[src/rtl/sramgen_sram_req_ctrl_if.sv]
// Request/response channel of the SRAM request controller.
//   req_*  : valid/ready request channel (read or byte-masked write)
//   rsp_*  : valid/ready read-data return channel
// master = requester side, slave = controller side.
interface sramgen_sram_req_ctrl_if #(
    parameter int DATA_WIDTH  = 32,
    parameter int ADDR_WIDTH  = 11,
    parameter int WMASK_WIDTH = 4
) ();
    logic                   req_valid;
    logic                   req_ready;
    logic                   req_we;
    logic [WMASK_WIDTH-1:0] req_wmask;
    logic [ADDR_WIDTH-1:0]  req_addr;
    logic [DATA_WIDTH-1:0]  req_wdata;
    logic                   rsp_valid;
    logic                   rsp_ready;
    logic [DATA_WIDTH-1:0]  rsp_rdata;

    modport master (
        output req_valid, req_we, req_wmask, req_addr, req_wdata, rsp_ready,
        input  req_ready, rsp_valid, rsp_rdata
    );

    modport slave (
        input  req_valid, req_we, req_wmask, req_addr, req_wdata, rsp_ready,
        output req_ready, rsp_valid, rsp_rdata
    );
endinterface

[src/rtl/sramgen_sram_req_ctrl.sv]
// Front-end for a synchronous single-port SRAM macro with byte write mask.
// Requests are registered onto the macro pins (issue stage S1), the macro's
// dout is captured two edges after a read is accepted (S2) and returned in
// order through a credit-protected response FIFO.
// Ports:
//   clk, rst_n  : clock (shared with the macro), async active-low reset
//   bus (slave) : req_* request channel, rsp_* read response channel
//   sram_we/wmask/addr/din : registered macro inputs
//   sram_dout   : macro read data
module sramgen_sram_req_ctrl #(
    parameter int DATA_WIDTH  = 32,
    parameter int ADDR_WIDTH  = 11,
    parameter int WMASK_WIDTH = 4,
    parameter int RSP_DEPTH   = 4
) (
    input  logic                   clk,
    input  logic                   rst_n,
    sramgen_sram_req_ctrl_if.slave bus,
    output logic                   sram_we,
    output logic [WMASK_WIDTH-1:0] sram_wmask,
    output logic [ADDR_WIDTH-1:0]  sram_addr,
    output logic [DATA_WIDTH-1:0]  sram_din,
    input  logic [DATA_WIDTH-1:0]  sram_dout
);
    localparam int CW = $clog2(RSP_DEPTH + 1);
    localparam int PW = $clog2(RSP_DEPTH);

    generate
        if (DATA_WIDTH != 8 * WMASK_WIDTH || RSP_DEPTH < 3) begin : g_bad_cfg
            $error("sramgen_sram_req_ctrl: need DATA_WIDTH == 8*WMASK_WIDTH and RSP_DEPTH >= 3");
        end
    endgenerate

    // Two-flop release so req_ready only rises once reset is cleanly gone.
    logic [1:0] rst_sync;
    logic       rst_done;

    // Read tags: vld_pipe[0] = read sitting on the pins (S1),
    //            vld_pipe[1] = read whose dout is valid now (S2).
    logic [1:0] vld_pipe;
    logic [1:0] inflight;

    logic [CW-1:0]         count;
    logic [PW-1:0]         rd_ptr, wr_ptr;
    logic [DATA_WIDTH-1:0] mem [RSP_DEPTH];
    logic [DATA_WIDTH-1:0] rdata_q;

    logic          accept, push, pop;
    logic [CW-1:0] cnt_nxt;
    logic [PW-1:0] rd_nxt;

    function automatic logic [PW-1:0] ptr_inc(input logic [PW-1:0] p);
        return (p == PW'(RSP_DEPTH - 1)) ? '0 : p + PW'(1);
    endfunction

    assign rst_done  = rst_sync[1];
    assign inflight  = {1'b0, vld_pipe[0]} + {1'b0, vld_pipe[1]};
    // Credit check from registers only: every read in flight owns a FIFO slot.
    assign bus.req_ready = rst_done && ((int'(count) + int'(inflight)) < RSP_DEPTH);
    assign bus.rsp_valid = (count != '0);
    assign bus.rsp_rdata = rdata_q;

    assign accept = bus.req_valid && bus.req_ready;
    assign push   = vld_pipe[1];
    assign pop    = bus.rsp_valid && bus.rsp_ready;

    always_comb begin
        cnt_nxt = count;
        if (push && !pop)
            cnt_nxt = count + CW'(1);
        else if (!push && pop)
            cnt_nxt = count - CW'(1);
        rd_nxt = pop ? ptr_inc(rd_ptr) : rd_ptr;
    end

    always_ff @(posedge clk or negedge rst_n) begin
        if (!rst_n)
            rst_sync <= '0;
        else
            rst_sync <= {rst_sync[0], 1'b1};
    end

    // Issue stage: register the accepted request onto the macro pins.
    always_ff @(posedge clk or negedge rst_n) begin
        if (!rst_n) begin
            sram_we    <= 1'b0;
            sram_wmask <= '0;
            sram_addr  <= '0;
            sram_din   <= '0;
            vld_pipe   <= '0;
        end else begin
            vld_pipe <= {vld_pipe[0], accept && !bus.req_we};
            if (accept) begin
                sram_addr  <= bus.req_addr;
                sram_we    <= bus.req_we;
                sram_wmask <= bus.req_we ? bus.req_wmask : '0;
                if (bus.req_we)
                    sram_din <= bus.req_wdata;
            end else begin
                // Idle cycle: macro does a harmless read that is never captured.
                sram_we    <= 1'b0;
                sram_wmask <= '0;
            end
        end
    end

    // Response FIFO. rdata_q is kept equal to the head entry so rsp_rdata
    // comes straight from a flop; when the FIFO is (or becomes) empty apart
    // from this cycle's push, the head is the captured dout itself.
    always_ff @(posedge clk or negedge rst_n) begin
        if (!rst_n) begin
            count   <= '0;
            rd_ptr  <= '0;
            wr_ptr  <= '0;
            rdata_q <= '0;
            for (int i = 0; i < RSP_DEPTH; i++)
                mem[i] <= '0;
        end else begin
            count  <= cnt_nxt;
            rd_ptr <= rd_nxt;
            if (push) begin
                mem[wr_ptr] <= sram_dout;
                wr_ptr      <= ptr_inc(wr_ptr);
            end
            if (cnt_nxt != '0) begin
                if (count == '0 || (pop && count == CW'(1)))
                    rdata_q <= sram_dout;
                else
                    rdata_q <= mem[rd_nxt];
            end
        end
    end
endmodule

[src/flat_wrapper.sv]
// flat-port wrapper written by rule: the top's interface ports become plain ports
module sramgen_sram_req_ctrl_flat 
#(
    parameter int DATA_WIDTH  = 32,
    parameter int ADDR_WIDTH  = 11,
    parameter int WMASK_WIDTH = 4,
    parameter int RSP_DEPTH   = 4
)
  (clk, rst_n, sram_we, sram_wmask, sram_addr, sram_din, sram_dout, bus_req_valid, bus_req_we, bus_req_wmask, bus_req_addr, bus_req_wdata, bus_rsp_ready, bus_req_ready, bus_rsp_valid, bus_rsp_rdata);
  sramgen_sram_req_ctrl_if #(.DATA_WIDTH(DATA_WIDTH), .ADDR_WIDTH(ADDR_WIDTH), .WMASK_WIDTH(WMASK_WIDTH)) bus_i ();
  input  logic clk;
  input  logic rst_n;
  output logic sram_we;
  output logic [WMASK_WIDTH-1:0] sram_wmask;
  output logic [ADDR_WIDTH-1:0] sram_addr;
  output logic [DATA_WIDTH-1:0] sram_din;
  input  logic [DATA_WIDTH-1:0] sram_dout;
  input wire logic [$bits(bus_i.req_valid)-1:0] bus_req_valid;
  input wire logic [$bits(bus_i.req_we)-1:0] bus_req_we;
  input wire logic [$bits(bus_i.req_wmask)-1:0] bus_req_wmask;
  input wire logic [$bits(bus_i.req_addr)-1:0] bus_req_addr;
  input wire logic [$bits(bus_i.req_wdata)-1:0] bus_req_wdata;
  input wire logic [$bits(bus_i.rsp_ready)-1:0] bus_rsp_ready;
  output wire logic [$bits(bus_i.req_ready)-1:0] bus_req_ready;
  output wire logic [$bits(bus_i.rsp_valid)-1:0] bus_rsp_valid;
  output wire logic [$bits(bus_i.rsp_rdata)-1:0] bus_rsp_rdata;
  assign bus_i.req_valid = bus_req_valid;
  assign bus_i.req_we = bus_req_we;
  assign bus_i.req_wmask = bus_req_wmask;
  assign bus_i.req_addr = bus_req_addr;
  assign bus_i.req_wdata = bus_req_wdata;
  assign bus_i.rsp_ready = bus_rsp_ready;
  assign bus_req_ready = bus_i.req_ready;
  assign bus_rsp_valid = bus_i.rsp_valid;
  assign bus_rsp_rdata = bus_i.rsp_rdata;
  sramgen_sram_req_ctrl #(.DATA_WIDTH(DATA_WIDTH), .ADDR_WIDTH(ADDR_WIDTH), .WMASK_WIDTH(WMASK_WIDTH), .RSP_DEPTH(RSP_DEPTH)) u_core (.clk(clk), .rst_n(rst_n), .bus(bus_i), .sram_we(sram_we), .sram_wmask(sram_wmask), .sram_addr(sram_addr), .sram_din(sram_din), .sram_dout(sram_dout));
endmodule
[config.mk]
export PLATFORM = sky130hd
export DESIGN_NAME = sramgen_sram_req_ctrl_flat
export DESIGN_NICKNAME = d
export VERILOG_FILES = /design/src/rtl/sramgen_sram_req_ctrl_if.sv /design/src/rtl/sramgen_sram_req_ctrl.sv /design/src/flat_wrapper.sv
export SDC_FILE = /design/constraint.sdc
export NUM_CORES = 1
export LEC_CHECK = 0
export CORE_MARGIN = 4
export CORE_UTILIZATION = 40
export DETAILED_ROUTE_END_ITERATION = 8
export SYNTH_ARGS = -nofsm -noshare
export SYNTH_HDL_FRONTEND = slang
export SYNTH_SLANG_ARGS = --single-unit
[constraint.sdc]
create_clock -name clk -period 3.2 [get_ports clk]
set_input_delay 0.32 -clock clk [delete_from_list [all_inputs] [get_ports clk]]
set_output_delay 0.32 -clock clk [all_outputs]
set_load 0.02 [all_outputs]
==> impl_metrics.tcl, run 1 <==
set metrics [dict create \
    critPathTopFamily "buffers and inverters" \
    synthSimpleGateAreaFrac 0.108 \
    layout-drive-gt1-share 0.239 \
    vdd.ir_drop.worst_v 0.000592 \
    yosys.area.top_type "dfrtp_1" \
    worstPathMaxFanout 19 \
    start_util 0.408 \
    syn_area_um2 11000 \
    cap_violations 0 \
    htreeDepth 1 \
    routed_wl_um 31200 \
    synth_top_family_by_area "multiplexers" \
    grt_max_degree 77 \
    critPathBufInv 3 \
    cp-start-kind "register" \
    cts_tree "done" \
    clkLatencyLatePin_ns 0.53 \
    synth_seq_area_share 0.499 \
    dp_cells 1413 \
    place_ws_ns 0.318 \
    grt_pass1_wl_um 50600 \
    synth_cells 967 \
    synth_seq_cells 219 \
    numCtsBuffers 26 \
    cts_setup_buffers 0 \
    ys_types 35 \
    gp_congestion 0.752 \
    synth_nets 1061 \
    cts_buffer_depth 3 \
    status "complete, no violations" \
    cp-end-kind "output port" \
    drt-pass1-iter-count 4 \
    cts.sinks 219 \
    synth.area.mux_share 0.176 \
    area_growth_pct 26.3 \
    avgSynthCellArea_um2 11.4 \
    root_buffer "clkbuf_16" \
    overflow 0 \
    most-common-layout-cells "dfrtp_1, nand2_1, mux2_2, clkdlybuf4s50_1, a211oi_1" \
    synth-main-ff-cell "dfrtp_1" \
    slew_viol_final 0 \
    avgRoutedWirePerCell_um 21.4 \
    vias 8626 \
    synth_top_area_share 0.499 \
    cp_slowest_cell "clkdlybuf4s50_1" \
    dpl.hpwl_um 18400 \
    diodes 0 \
    max_freq_mhz 332 \
    slew_headroom 0.478 \
    leakagePower_uw 0.00567 \
    fin_crit_ns 3.01 \
    fin_skew_ns 0.00942 \
    cts.reportedPaths.clkPinSlew_ns 0.06 \
    antenna_found_initial 1 \
    synth.area.top_cells "dfrtp_1, mux2_2, a211oi_1" \
    port_buffers 165 \
    period_share 0.941 \
    rows 60 \
    grt_pass1_vias 8897 \
    fin_setup_tns_ns 0 \
    rsz0062_at_grt "false" \
    postRouteAntennaNets 0 \
    drc 0 \
    fin_total_pwr_uw 15000 \
    critPathRequiredTime_ns 2.88 \
    die_area_um2 30200 \
    floorplan.die.width_um 174 \
    drt-vias-per-instance 5.93 \
    yosys_warnings 0 \
    worstPathCellList "inv_1 -> ha_1 -> nand2b_4 -> buf_4 -> clkdlybuf4s50_1" \
    synthAdderAreaFrac 0.0114 \
    synth_xor_area_frac 0.00159 \
    cp.arrival_ns 2.69 \
    p_per_area_nw_per_um2 1080 \
    crit_type "register to output port" \
    synth_compound_area_frac 0.166 \
    final_common_cell "dfrtp_1" \
    io_pins 166 \
    die_h_um 174 \
    critical_path.max_stage_delay_ns 0.69 \
    hold_violations 0 \
    core_um2 27000 \
    synth-edff-count 0 \
    fin_cells 1455 \
    setup_viol_count_final 0 \
    worstMarginPinSlew_ns 0.764 \
    nets 1195 \
    hp-class "primary input to asynchronous set/reset pin" \
    synthArstFlopShare 1.00 \
    setup_ws_ns 0.190 \
    grt.total_usage 0.205 \
    drt-initial-drc-count 489 \
]
-- cell families after synthesis --
logic type | Yosys count
compound gates | 207
xor+xnor | 2
fa+ha+maj | 10
buf+inv | 96
flops | 219
mux | 172
other cells | 1
simple gates | 260
-- Yosys cell counts, types with 2 or more instances --
cell type and number:
a211oi_1 97, a21oi_1 3, a311o_1 64, a41oi_1 22, a41oi_2 10, and2_1 5
and3_1 66, buf_1 14, buf_2 14, buf_4 10, clkbuf_1 54, dfrtp_1 219
ha_1 10, inv_1 4, mux2_2 171, nand2_1 175, nor2_1 6, nor2b_1 2
o21ai_0 4, xnor2_1 2
-- state kept, by name, summed over array words and instances, names as in the netlist --
name and count:
u_core.sram_addr 11, u_core.bus.rsp_rdata 32, u_core.sram_we 1, u_core.sram_din 32
u_core.mem 128, u_core.rd_ptr 2, u_core.vld_pipe 2, u_core.sram_wmask 4
u_core.rst_sync 2, u_core.wr_ptr 2, u_core.count 3
-- layer usage --
layer | vias up | part of all wire | track usage
met5 | - | 0.00042 | 0
met3 | 50 | 0.083 | 0.0602
li1 | 3900 | - | -
met4 | 2 | 0.020 | 0.0521
met1 | 4384 | 0.44 | 0.272
met2 | 290 | 0.46 | 0.331
-- through the flow --
stage / hold WS, ns / cell area [um2] / utilization
2_1_floorplan: 0.0244 / 11000 / -
3_3_place_gp: 0.335 / 13100 / 0.484
3_5_place_dp: 0.336 / 13100 / 0.484
4_1_cts: 0.326 / 13900 / 0.515
5_1_grt: 0.347 / 13900 / 0.515
6_report: 0.346 / 13900 / 0.515
-- final timing paths --
kind | from | to | slack [ns] | cells past startpoint
max in group asynchronous | rst_n | u_core.bus.rsp_rdata[10]$_DFFE_PN0P_ | 1.99 | 3
hold / removal | rst_n | u_core.sram_we$_DFF_PN0_ | 0.35 | 2
setup reg to reg | u_core.count[0]$_DFF_PN0_ | u_core.bus.rsp_rdata[14]$_DFFE_PN0P_ | 0.33 | 8
hold reg to reg | u_core.rst_sync[0]$_DFF_PN0_ | u_core.rst_sync[1]$_DFF_PN0_ | 0.35 | 0
min in group clk | u_core.rst_sync[0]$_DFF_PN0_ | u_core.rst_sync[1]$_DFF_PN0_ | 0.35 | 0
setup / recovery | u_core.count[0]$_DFF_PN0_ | bus_rsp_valid | 0.19 | 5
-- power breakdown --
group | switching [uW] | internal [uW]
clock network | 1130 | 1710
logic | 3610 | 3430
registers | 962 | 4190
total | 5700 | 9330
-- area by class of cell --
type,count,area (um2)
flip-flops and latches,219,5480
fillers,2380,13100
well taps,341,427
clock inverters,7,60.1
repair buffers,198,1990
clock buffers,34,752
multi-input cells,652,5140
inverters,4,15.0
-- what timing repair did --
action / 4_1_cts / 5_1_grt
resized for setup: 1 / 0
hold buffers: 1 / 0
endpoints found under the setup margin: 1 / 0
endpoints found under the hold margin: 74 / 0
Power figures use the tool's default switching activity.
==> run 2, diff against run 1 <==
--- a/config.mk
+++ b/config.mk
@@ -5,9 +5,12 @@
 export SDC_FILE = /design/constraint.sdc
 export NUM_CORES = 1
 export LEC_CHECK = 0
+export CELL_PAD_IN_SITES_DETAIL_PLACEMENT = 0
+export CELL_PAD_IN_SITES_GLOBAL_PLACEMENT = 2
 export CORE_MARGIN = 4
-export CORE_UTILIZATION = 40
+export CORE_UTILIZATION = 39
 export DETAILED_ROUTE_END_ITERATION = 8
+export PLACE_DENSITY_LB_ADDON = 0.1
 export SYNTH_ARGS = -nofsm -noshare
 export SYNTH_HDL_FRONTEND = slang
 export SYNTH_SLANG_ARGS = --single-unit
==> impl_metrics.tcl, run 2 (synthesis gave the netlist of run 1 again) <==
set metrics [dict create \
    status "complete, no violations" \
    grt_max_degree 87 \
    cap_violations 0 \
    critPathTopFamily "compound AO/OA/AOI/OAI gates" \
    vias 8473 \
    worstReg2RegEnd "u_core.bus.rsp_rdata[4]$_DFFE_PN0P_" \
    fin_skew_ns 0.0185 \
    leakagePower_uw 0.00568 \
    hp-class "primary input to register" \
    diodes 0 \
    cp_slowest_cell "a2111oi_0" \
    min_path_cells 2 \
    grt_pass1_wl_um 50900 \
    cts_buffer_depth 3 \
    setup_viol_count_final 0 \
    crit_type "register to register" \
    fin_setup_tns_ns 0 \
    fin_crit_ns 2.89 \
    worstPathMaxFanout 32 \
    r2r-start "u_core.count[0]$_DFF_PN0_" \
    cts.reportedPaths.clkPinSlew_ns 0.06 \
    cts_tree "done" \
    hp-start "bus_req_wmask[1]" \
    rows 61 \
    critPathRequiredTime_ns 3.63 \
    postRouteAntennaNets 0 \
    nets 1193 \
    port_buffers 165 \
    core_um2 27800 \
    drt-vias-per-instance 5.66 \
    fin_cells 1496 \
    min_to "u_core.sram_wmask[1]$_DFF_PN0_" \
    rsz0062_at_grt "false" \
    die_area_um2 30900 \
    dpl.hpwl_um 17900 \
    dp_cells 1447 \
    layout-drive-gt1-share 0.242 \
    hold_violations 0 \
    clkLatencyLatePin_ns 0.54 \
    cts.sinks 219 \
    critical_path.max_stage_delay_ns 0.74 \
    start_util 0.395 \
    routed_wl_um 32100 \
    wl_met2_um 14900 \
    area_growth_pct 27.2 \
    p_per_area_nw_per_um2 1100 \
    gp_congestion 0.729 \
    cts_resized 0 \
    slew_viol_final 0 \
    wl_met1_um 15200 \
    critPathBufInv 1 \
    cp-start-kind "register" \
    antenna_found_initial 0 \
    die_h_um 176 \
    worstMarginPinSlew_ns 1.02 \
    hold_slack_ns 0.335 \
    cts_setup_buffers 0 \
    overflow 0 \
    grt.total_usage 0.205 \
    largest_register "u_core.mem" \
    worstPathCellList "inv_1 -> ha_1 -> nand2b_4 -> a2111oi_0 -> a21oi_4 -> a21o_2 -> a41oi_1" \
    drc 0 \
    numCtsBuffers 27 \
    met3WireLength_um 1590 \
    io_pins 166 \
    crit_cells 7 \
    most-common-layout-cells "dfrtp_1, mux2_2, nand2_1, clkdlybuf4s50_1, a211oi_1" \
    ff2ff_setup_slack_ns 0.31 \
    max_freq_mhz 346 \
    root_buffer "clkbuf_16" \
    htreeDepth 1 \
    r2r_cells 7 \
    floorplan.die.width_um 176 \
    cp.arrival_ns 3.33 \
    vdd.ir_drop.worst_v 0.000531 \
    highest_layer "met4" \
    grt_pass1_vias 8674 \
    final_common_cell "dfrtp_1" \
    slew_headroom 0.318 \
    cp-end-kind "register" \
    avgRoutedWirePerCell_um 21.5 \
    largest_reg_flops 128 \
    drt-pass1-iter-count 7 \
    drt-initial-drc-count 553 \
    period_share 0.904 \
]
## run 2: metal layers
metal  vias up  track usage
met1      4348        0.298
met4         0       0.0364
met3        32       0.0314
li1       3874            -
met2       219        0.330
met5         -            0
## run 2: worst max path at each step
stage | startpoint | slack [ns] | endpoint
6_report | u_core.count[0]$_DFF_PN0_ | 0.31 | u_core.bus.rsp_rdata[4]$_DFFE_PN0P_
5_1_grt | u_core.count[0]$_DFF_PN0_ | 0.09 | u_core.bus.rsp_rdata[30]$_DFFE_PN0P_
4_1_cts | u_core.count[0]$_DFF_PN0_ | 0.28 | bus_req_ready
3_5_place_dp | u_core.count[0]$_DFF_PN0_ | 0.33 | u_core.bus.rsp_rdata[30]$_DFFE_PN0P_
3_3_place_gp | bus_rsp_ready | 0.37 | u_core.bus.rsp_rdata[9]$_DFFE_PN0P_
2_1_floorplan | u_core.count[0]$_DFF_PN0_ | 0.68 | u_core.sram_din[10]$_DFFE_PN0P_
## run 2: layout make-up
class / instances / area, um2
clock buffer: 39 / 781
clock inverter: 9 / 124
fill: 2555 / 13800
inverter: 4 / 15.0
multi-input combinational: 652 / 5160
sequential: 219 / 5480
tap: 378 / 473
timing repair buffer: 195 / 1930
## run 2: repair_timing
item | 4_1_cts | 5_1_grt
hold endpoints to repair | 77 | 0
setup endpoints to repair | 0 | 0
hold buffers | 1 | 0
## run 2: power by group
group          total, uW  internal [uW]  switching [uW]
registers           5130           4190             941
clock network       3120           1920            1190
logic               7070           3410            3660
total              15300           9530            5790
## run 2: metrics by stage
step / total power (uW) / setup WS, ns / utilization / instance area, um2
floorplan: 9590 / 0.678 / - / 11000
global route: 16300 / 0.0883 / 0.503 / 14000
CTS: 15400 / 0.275 / 0.503 / 14000
finish: 15300 / 0.306 / 0.503 / 14000
global placement: 12200 / 0.372 / 0.470 / 13100
detailed placement: 12200 / 0.330 / 0.470 / 13100
